--- src/rtl/i2s_tx_serializer.sv ---
// I2S transmitter: pops 16-bit samples from a FIFO and serialises them as
// Philips I2S (one-bit delay after ws), left then right, 32 BCLK slots per frame.
module i2s_tx_serializer #(
  parameter int CLK_DIV = 4
) (
  input  logic        clk,
  input  logic        rst,
  input  logic        en,
  input  logic [15:0] fifo_data,
  input  logic        fifo_empty,
  output logic        fifo_rd,
  output logic        bclk,
  output logic        ws,
  output logic        sd,
  output logic        busy,
  output logic        underrun
);

  typedef enum logic [1:0] {IDLE, RUN, FINISH} state_t;

  localparam logic [7:0] DIV_LAST = 8'(CLK_DIV - 1);

  state_t      state;
  logic [7:0]  div;
  logic [4:0]  slot;
  logic [4:0]  slot_next;
  logic [15:0] hold;
  logic [15:0] shift;
  logic        rd_q;
  logic        div_wrap;
  logic        fall;
  logic        fetch;

  assign div_wrap  = (div == DIV_LAST);
  assign fall      = div_wrap && bclk;
  assign slot_next = slot + 5'd1;

  // Fetch window is the very first clk of slot 0 (left) and slot 16 (right).
  assign fetch   = (state == RUN) && ((slot == 5'd0) || (slot == 5'd16)) &&
                   (div == 8'd0) && !bclk;
  assign fifo_rd = fetch && !fifo_empty;
  assign busy    = (state != IDLE);

  always_ff @(posedge clk) begin
    if (rst) begin
      state    <= IDLE;
      div      <= '0;
      slot     <= '0;
      hold     <= '0;
      shift    <= '0;
      rd_q     <= 1'b0;
      bclk     <= 1'b0;
      ws       <= 1'b0;
      sd       <= 1'b0;
      underrun <= 1'b0;
    end else begin
      // FIFO data arrives one clk after the strobe; an empty fetch substitutes silence.
      rd_q <= fifo_rd;
      if (rd_q) begin
        hold <= fifo_data;
      end
      if (fetch && fifo_empty) begin
        hold     <= '0;
        underrun <= 1'b1;
      end

      case (state)
        IDLE: begin
          div   <= '0;
          slot  <= '0;
          bclk  <= 1'b0;
          ws    <= 1'b0;
          sd    <= 1'b0;
          shift <= '0;
          if (en) begin
            state <= RUN;
          end
        end

        RUN, FINISH: begin
          div <= div_wrap ? 8'd0 : div + 8'd1;
          if (div_wrap) begin
            bclk <= ~bclk;
          end
          if (fall) begin
            if (state == FINISH) begin
              state <= IDLE;
              slot  <= '0;
              ws    <= 1'b0;
              sd    <= 1'b0;
              shift <= '0;
            end else begin
              slot <= slot_next;
              ws   <= slot_next[4];
              // MSB goes out one slot after ws changes, hence the load at slots 1 and 17.
              if ((slot_next == 5'd1) || (slot_next == 5'd17)) begin
                sd    <= hold[15];
                shift <= {hold[14:0], 1'b0};
              end else begin
                sd    <= shift[15];
                shift <= {shift[14:0], 1'b0};
              end
              if ((slot == 5'd31) && !en) begin
                state <= FINISH;
              end
            end
          end
        end

        default: state <= IDLE;
      endcase
    end
  end

endmodule

--- config.mk ---
export PLATFORM = sky130hd
export DESIGN_NAME = i2s_tx_serializer
export DESIGN_NICKNAME = d
export VERILOG_FILES = /design/src/rtl/i2s_tx_serializer.sv
export SDC_FILE = /design/constraint.sdc
export NUM_CORES = 1
export LEC_CHECK = 0
export ABC_CLOCK_PERIOD_IN_PS = 1950
export CORE_ASPECT_RATIO = 1.75
export CORE_MARGIN = 10
export CORE_UTILIZATION = 50
export CTS_CLUSTER_DIAMETER = 50
export DETAILED_ROUTE_END_ITERATION = 10
export PLACE_DENSITY = 0.85
export SYNTH_ARGS = -nofsm -noshare
export SYNTH_HDL_FRONTEND = slang
export SYNTH_SLANG_ARGS = --single-unit
--- constraint.sdc ---
create_clock -name clk -period 1.95 [get_ports clk]
set_clock_uncertainty 0.05 [all_clocks]
set_input_delay 0.4875 -clock clk [delete_from_list [all_inputs] [get_ports clk]]
set_output_delay 0.4875 -clock clk [all_outputs]
set_load 0.05 [all_outputs]
**Word-level counts from Yosys, hierarchy flattened**

Index checks and enable logic that the tools add are counted.

- $add $sub $neg: 2
- Multiply operators: 0
- Div/mod/pow operators: 0
- Magnitude comparators: 0
- Equal/unequal tests: 11
- Shifts and indexed selects: 0
- Muxes and demuxes: 23
- Bitwise logic cells: 1
- Reduce and logical (&&, ||, !) cells: 22

Operators with widths:

| operator | number |
|---|---|
| $mux W16 | 3 |
| $pmux W16 S2 | 1 |
| $pmux W8 S2 | 1 |
| $eq A5 B5 Y1 const B | 3 |
| $mux W5 | 2 |
| $pmux W5 S2 | 1 |
| $add A8 B1 Y8 const B | 1 |
| $eq A8 B2 Y1 const B | 1 |
| $logic_not A8 Y1 | 1 |
| $mux W2 | 4 |
| $mux W8 | 1 |
| $logic_and A1 B1 Y1 | 7 |
| $mux W1 | 6 |
| $ne A2 B2 Y1 const B | 3 |
| $pmux W1 S2 | 3 |
| $add A5 B1 Y5 const B | 1 |
| $eq A5 B1 Y1 const B | 1 |
| $logic_not A5 Y1 | 1 |
| $pmux W2 S2 | 1 |
| $reduce_and A2 Y1 | 2 |
| $reduce_bool A2 Y1 | 2 |
| $reduce_or A2 Y1 | 2 |
| $logic_not A1 Y1 | 3 |
| $ne A3 B3 Y1 const B | 1 |
| other kinds (6) | 7 |

- Register bits: 52
- Bits in latches: 0
- Bits in writable memories: 0
- Memory bits (read-only): 0
- Bits of input ports: 20
- Output and inout port bits: 6
- Memories: 0

**Longest topological paths before layout**

Gate-level depths: netlist of the first run.

- Word-level depth: 7
- Mapped depth: 8
- Gate-level depth less buffers: 7

**Worst setup path after synthesis of the first run**

OpenSTA, ideal clock, no wires.

- Kind: register to output
- From: register div[2]
- To: output fifo_rd
- Data arrival time: 1.707 ns
- Setup slack: -0.294 ns
- Stages on the path, launching flop included: 4
- Path buffers: 0
- Path through: dfxtp_1 nor4_4 nand4_1 nor2_1

- Cells in the longest elaborated chain, start to end: 4

RTL lines:

| item | RTL line | text |
|---|---|---|
| start, declared | 24 | `logic [7:0] div;` |
| start signal, assigned | 81 | `div <= div_wrap ? 8'd0 : div + 8'd1;` |
| $logic_not A8 Y1 | 40 | `(div == 8'd0) && !bclk;` |
| $logic_and A1 B1 Y1 | 39 | `assign fetch = (state == RUN) && ((slot == 5'd0) \|\| (slot == 5'd16)) &&` |
| $logic_and A1 B1 Y1 | 40 |  |
| $logic_and A1 B1 Y1 | 41 | `assign fifo_rd = fetch && !fifo_empty;` |
| end, declared | 11 | `output logic fifo_rd,` |

No other way between the ends.

**Final worst setup path of the first run**

- From: register slot[0]
- To: output fifo_rd

- Cells in the longest elaborated chain, start to end: 6

RTL lines:

| item | RTL line | text |
|---|---|---|
| start, declared | 25 | `logic [4:0] slot;` |
| start signal, assigned | 93 | `slot <= slot_next;` |
| $eq A5 B5 Y1 or $logic_not A5 Y1 (tied branches) | 39 |  |
| $logic_or A1 B1 Y1 (*) | 39 |  |
| $logic_and A1 B1 Y1 (*) (2 in a row) | 39 |  |
| $logic_and A1 B1 Y1 (*) | 40 |  |
| $logic_and A1 B1 Y1 (*) | 41 |  |

Mark *: on every way between the ends. The rest lies on a longest branch, timed or not.

==> results.tsv, run 1 <==
stage	metric	value	unit
status	outcome	finished, violations left	
status	violations	negative setup slack	
worst_hold_path	min_path_cells	2	
logic_synthesis	synth-main-ff-cell	dfxtp_1	
route	wl_per_cell	16.3	um
placement	dp_hpwl	3.81	mm
placement	place_ws	-0.0465	ns
power	seq_power_share	44.7	%
worst_setup_path	end_kind	output port	
power	comb_power_share	31.3	%
finish	final_area	3000	um2
finish	num_antenna_cells	0	
logic_synthesis	synth_fa_ha_area_share	5.55	%
power	peakVddDrop	0.000690	V
route	via_per_inst	5.69	
worst_setup_path	critPathArrivalTime	1.62	ns
placement	gp_congestion	0.760	
global_route	antenna_found_initial	0	
clocking	htreeDepth	2	
finish	layout-drive-gt1-share	25.0	%
timing	drv_slew	0	
power	p_switching	784	uW
worst_setup_path	critPathMaxFanout	2	
die	dieArea	7700	um2
timing	setup_ws	-0.207	ns
worst_setup_path	worstReg2RegStart	slot[0]	
logic_synthesis	ys_types	45	
global_route	grt_first_pass_wirelength	8.74	mm
route	routed_wl	5.34	mm
flow_run	cap_violations	0	
logic_synthesis	syn_area	2260	um2
timing	worst_slew_pin_slew	0.442	ns
clocking	clk_path_buf_depth	2	
worst_setup_path	crit_required	1.41	ns
logic_synthesis	async_flop_share	0	%
global_route	groute.usage.overall	13.7	%
route	met2RoutedLength	2.99	mm
worst_hold_path	hold_end	shift[1]	
finish	area_growth	33.1	%
worst_setup_path	crit_type	flip-flop to output port	
clocking	root_buffer	clkbuf_8	
route	drc	0	
timing	fmax	464	MHz
logic_synthesis	syn-instance-count	227	
die	start_util	51.2	%
clocking	cts_buffers	5	
die	die_h	109	um
clocking	cts_tree	built	
logic_synthesis	synth_top_family_by_area	simple AND/OR/NAND/NOR gates	
die	core_area	4400	um2
worst_setup_path	start_kind	flip-flop	
logic_synthesis	postSynthAreaPerCell	9.94	um2
timing	tns	-0.207	ns
global_route	grt_pass1_vias	1929	
worst_setup_path	worst_r2r_path_depth	7	
placement	place_area	2750	um2
timing	hold-worst-slack	0.422	ns
power	p_total	2.46	mW
power	clockPowerShare	24.0	%
finish	final_cells	327	
timing	finalHoldViolations	0	
finish	utilization	68.2	%
timing	fin_crit	2.16	ns
route	vias	1859	
global_route	grt_overflow	0	
logic_synthesis	synth_simple_gate_area_share	21.8	%
power	intPower	1.67	mW
timing	slew_headroom	70.5	%
worst_setup_path	r2r_setup_slack	0.02	ns
logic_synthesis	synth_mux_area_share	7.54	%
placement	post-place-cells	314	
logic_synthesis	synth-seq-cells	50	
clocking	cts-hold-fix-buffers	0	
route	routed.top_layer	met4	
route	met1Wirelength	1.92	mm
timing	rsz0062_at_grt	true	
logic_synthesis	synth_area_leaders	dfxtp_1 44%, mux2i_1 7.5%, a221o_1 6.2%, ha_1 5.5%, nor2_1 5.2%	
worst_setup_path	timing.rr.end	shift[1]	
route	met3_length	268	um
logic_synthesis	synth-compound-area-share	14.8	%
timing	setup_viol	1	
logic_synthesis	syn-num-nets	257	
logic_synthesis	synth_edf_count	0	
power	powerDensity	819	nW/um2
power	p_leak	1.17	nW
die	io_pins	26	
die	chipWidth	70.8	um
worst_hold_path	hold_class	flip-flop to flip-flop	
logic_synthesis	synth_top_area_share	44.4	%
route	first_pass_iters	5	
global_route	grt_max_degree	17	
clocking	clkLatencyLatePin	0.30	ns
route	drt_iter0_markers	103	
finish	num-nets-final	305	
clocking	cts.clk_slew.worst_paths	0.09	ns
route	antenna_left	0	
clocking	clkSinkCount	50	
logic_synthesis	yosysWarnings	0	
die	row_count	32	
power	swShare	31.9	%
placement	port_buffers	25	
worst_hold_path	worstHoldStart	shift[1]	
timing	fin_crit_sh	111	%
logic_synthesis	synth_top_area_cell	dfxtp_1	
logic_synthesis	synth_xor_area_share	2.33	%
logic_synthesis	synth_seq_area_share	44.4	%
[per-layer routing]
metal  vias up  global-route usage, %
li1        910                      -
met1       888                   12.8
met2        48                   26.4
met3        13                   4.19
met4         0                   5.97
met5         -                      0
[power groups by stage]
stage	clock network, mW	logic, mW	registers (mW)
2_1_floorplan	0	0.397	1.13
3_3_place_gp	0	0.699	1.12
3_5_place_dp	0	0.715	1.12
4_1_cts	0.606	0.731	1.10
5_1_grt	0.649	0.842	1.11
6_report	0.590	0.769	1.10
[worst max path at each step]
stage                 start       end  depth (start not counted)
finish              slot[0]   fifo_rd                          7
global route        slot[1]   fifo_rd                          7
CTS                 slot[1]   fifo_rd                          7
detailed placement      rst  shift[3]                          5
global placement        rst  shift[7]                          5
floorplan            div[2]   fifo_rd                          3
[worst max-delay path, stage by stage (launching register included)]
cell and delay, ns:
dfxtp_2 0.33, inv_2 0.07, ha_4 0.13, buf_6 0.09, and4b_1 0.17, nand4_1 0.20, nor2_4 0.18, buf_12 0.14
[cells by family after synthesis]
| kind of cell | Yosys count |
|---|---|
| AO/OA/AOI/OAI | 42 |
| adder cells (fa/ha/maj) | 10 |
| XOR/XNOR | 6 |
| multiplexers | 17 |
| AND/OR/NAND/NOR | 82 |
| buffers and inverters | 20 |
| flip-flops | 50 |
[cell usage after synthesis (all sizes together) (3+ instances only)]
cell type	number
inv	10
nand3	5
ha	10
nor2b	5
a221o	14
and2	14
nand2	6
a21oi	8
xor2	5
and3	3
buf	4
clkbuf	6
dfxtp	50
nor2	31
a31oi	4
and4b	3
mux2i	17
[cells in the final DEF, fill, tap and decap left out, types with 7 or more instances in the layout]
cell / instances
inv_1: 8
buf_4: 22
a21oi_1: 7
and2_1: 13
ha_1: 7
nor2_1: 30
dfxtp_1: 46
clkdlybuf4s50_1: 19
mux2i_1: 17
a221o_1: 14
[cell type report]
type,count,area (um2)
Fill cell,348,1400
Clock buffer,6,72.6
Multi-Input combinational cell,157,1290
Inverter,10,37.5
Tap cell,51,63.8
Sequential cell,50,1010
Timing Repair Buffer,51,517
Clock inverter,2,13.8
[timing repair]
action,CTS,global route
gates cloned,0,1
setup buffers,4,1
gates resized for setup,14,13
pin swaps,5,7
endpoints found under the setup margin,16,41
[registers in the layout, summed over array words and instances, names as in the netlist]
name / count
rd_q: 1
underrun: 1
sd: 1
slot: 4
div: 8
shift: 15
hold: 16
ws: 1
bclk: 1
state: 2
Power figures use the tool's default switching activity.
==> run 2: changes to the inputs <==
==> constraint.sdc (replaced) <==
create_clock -name clk -period 1.95 [get_ports clk]
set_clock_uncertainty 0.05 [all_clocks]
set_input_delay 0.4875 -clock clk [delete_from_list [all_inputs] [get_ports clk]]
set_output_delay 0.4875 -clock clk [all_outputs]
set_load 0.1 [all_outputs]
==> results.tsv, run 2 (synthesis gave the netlist of run 1 again) <==
stage	metric	value	unit
timing	rsz0062_at_grt	true	
worst_setup_path	crit_chain	inv_2 > ha_4 > buf_6 > and4b_1 > nand4_1 > nor2_4 > buf_12	
clocking	cts_tree	built	
timing	slew_headroom	74.6	%
timing	fin_crit	2.25	ns
die	core_area	4400	um2
route	vias	1930	
clocking	root_buffer	clkbuf_8	
die	io_pins	26	
worst_hold_path	hold_class	flip-flop to flip-flop	
worst_hold_path	min_path_cells	1	
timing	worst_slew_pin_slew	0.380	ns
worst_setup_path	worst_r2r_path_depth	6	
finish	area_growth	38.8	%
route	drt_iter0_markers	109	
finish	layout-drive-gt1-share	28.9	%
power	p_leak	1.20	nW
route	drc	0	
global_route	antenna_found_initial	0	
global_route	grt_max_degree	17	
clocking	cts_buffers	5	
worst_setup_path	start_kind	flip-flop	
clocking	cts.clk_slew.worst_paths	0.08	ns
placement	dp_hpwl	3.68	mm
global_route	grt_overflow	0	
worst_setup_path	r2r_setup_slack	-0.01	ns
worst_setup_path	critical_path.top_delay_family	simple AND/OR/NAND/NOR gates	
die	die_h	109	um
finish	top_regs	hold (16), shift (15), div (8)	
placement	place_area	2810	um2
timing	drv_slew	0	
global_route	grt_first_pass_wirelength	9.31	mm
die	start_util	51.2	%
finish	multi_input_area	1310	um2
worst_setup_path	timing.rr.end	shift[5]	
finish	top_register	hold	
power	swShare	33.8	%
route	first_pass_iters	4	
power	p_total	2.63	mW
global_route	groute.usage.overall	14.5	%
worst_setup_path	crit_required	1.41	ns
power	intPower	1.74	mW
timing	fin_crit_sh	115	%
finish	final_area	3130	um2
placement	port_buffers	25	
worst_hold_path	worstHoldStart	hold[1]	
timing	setup_viol	3	
flow_run	cap_violations	0	
timing	fmax	445	MHz
route	routed_wl	6.11	mm
worst_setup_path	critPathArrivalTime	1.71	ns
clocking	clk_path_buf_depth	2	
die	chipWidth	70.8	um
finish	largest_reg_flops	16	
worst_setup_path	slowest_delay	0.33	ns
finish	utilization	71.1	%
worst_setup_path	cp_num_buf_inv	3	
finish	num-nets-final	313	
power	seq_power_share	41.4	%
worst_setup_path	crit_type	flip-flop to output port	
clocking	clkLatencyLatePin	0.31	ns
finish	nFillCells	321	
worst_hold_path	hold_end	shift[2]	
route	antenna_left	0	
power	powerDensity	841	nW/um2
power	clockPowerShare	23.3	%
clocking	htreeDepth	2	
timing	finalHoldViolations	0	
clocking	clkSinkCount	50	
worst_setup_path	slowest_stage	dfxtp_2	
finish	layout_common_cells	43 x dfxtp_1, 30 x nor2_1, 27 x buf_4, 19 x clkdlybuf4s50_1, 17 x mux2i_1	
die	dieArea	7700	um2
worst_setup_path	worstReg2RegStart	div[5]	
placement	gp_congestion	0.829	
worst_setup_path	critPathMaxFanout	2	
finish	num_antenna_cells	0	
route	wl_per_cell	18.2	um
timing	setup_ws	-0.298	ns
power	peakVddDrop	0.000856	V
die	row_count	32	
status	violations	negative setup slack	
power	comb_power_share	35.3	%
status	outcome	finished, violations left	
worst_setup_path	end_kind	output port	
finish	register_area	1010	um2
route	via_per_inst	5.76	
global_route	grt_pass1_vias	2009	
power	p_switching	889	uW
finish	final_common_cell	dfxtp_1	
## run 2: cell types whose count changed in the layout (fill, tap and decap cells not counted), sizes merged
cell | previous run | this run
buf | 31 | 39
clkdlybuf4s15 | 0 | 1
clkinv | 2 | 1
clkinvlp | 0 | 1
inv | 10 | 9
## run 2: how the worst max path moves through the flow
stage / startpoint / endpoint / slack (ns) / cells after the start
after global placement: rst / shift[15] / -0.16 / 3
after global routing: state[0] / fifo_rd / -0.37 / 6
final: slot[0] / fifo_rd / -0.30 / 7
after detailed placement: rst / shift[11] / -0.20 / 3
after CTS: div[5] / fifo_rd / -0.23 / 4
after floorplan: div[5] / fifo_rd / -0.17 / 3
## run 2: layer usage
metal | vias to the layer above | track usage [%] | wire (um)
li1 | 930 | - | -
met1 | 929 | 14.0 | 2250
met2 | 55 | 27.8 | 3450
met3 | 16 | 2.91 | 257
met4 | 0 | 7.92 | 150
met5 | - | 0 | 0
## run 2: layout make-up
class	count	share of cell area [%]
multi-input combinational	157	41.9
inverter	10	1.32
tap	51	2.04
timing repair buffer	59	19.5
clock buffer	7	2.76
sequential	50	32.4
clock inverter	1	0.160
## run 2: what timing repair did
item,CTS,global route
gates cloned,0,2
endpoints found under the setup margin,16,42
endpoints found under the hold margin,0,0
pin swaps,4,4
gates resized for setup,14,22
setup buffers,5,4
hold buffers,0,0
## run 2: through the flow
stage / instances / setup TNS (ns) / hold slack (ns) / worst slack, ns
floorplan: 227 / -0.939 / 0.375 / -0.166
global route: 335 / -1.46 / 0.463 / -0.365
detailed placement: 318 / -2.71 / 0.403 / -0.196
finish: 335 / -0.312 / 0.437 / -0.298
global placement: 318 / -2.29 / 0.385 / -0.157
CTS: 331 / -0.234 / 0.422 / -0.234
## run 2: power by group through the flow
stage	clock (mW)	combinational (mW)	sequential, mW
final	0.613	0.930	1.09
after global routing	0.661	0.999	1.09
after CTS	0.623	0.815	1.09
after detailed placement	0	0.802	1.11
after global placement	0	0.786	1.11
after floorplan	0	0.441	1.14
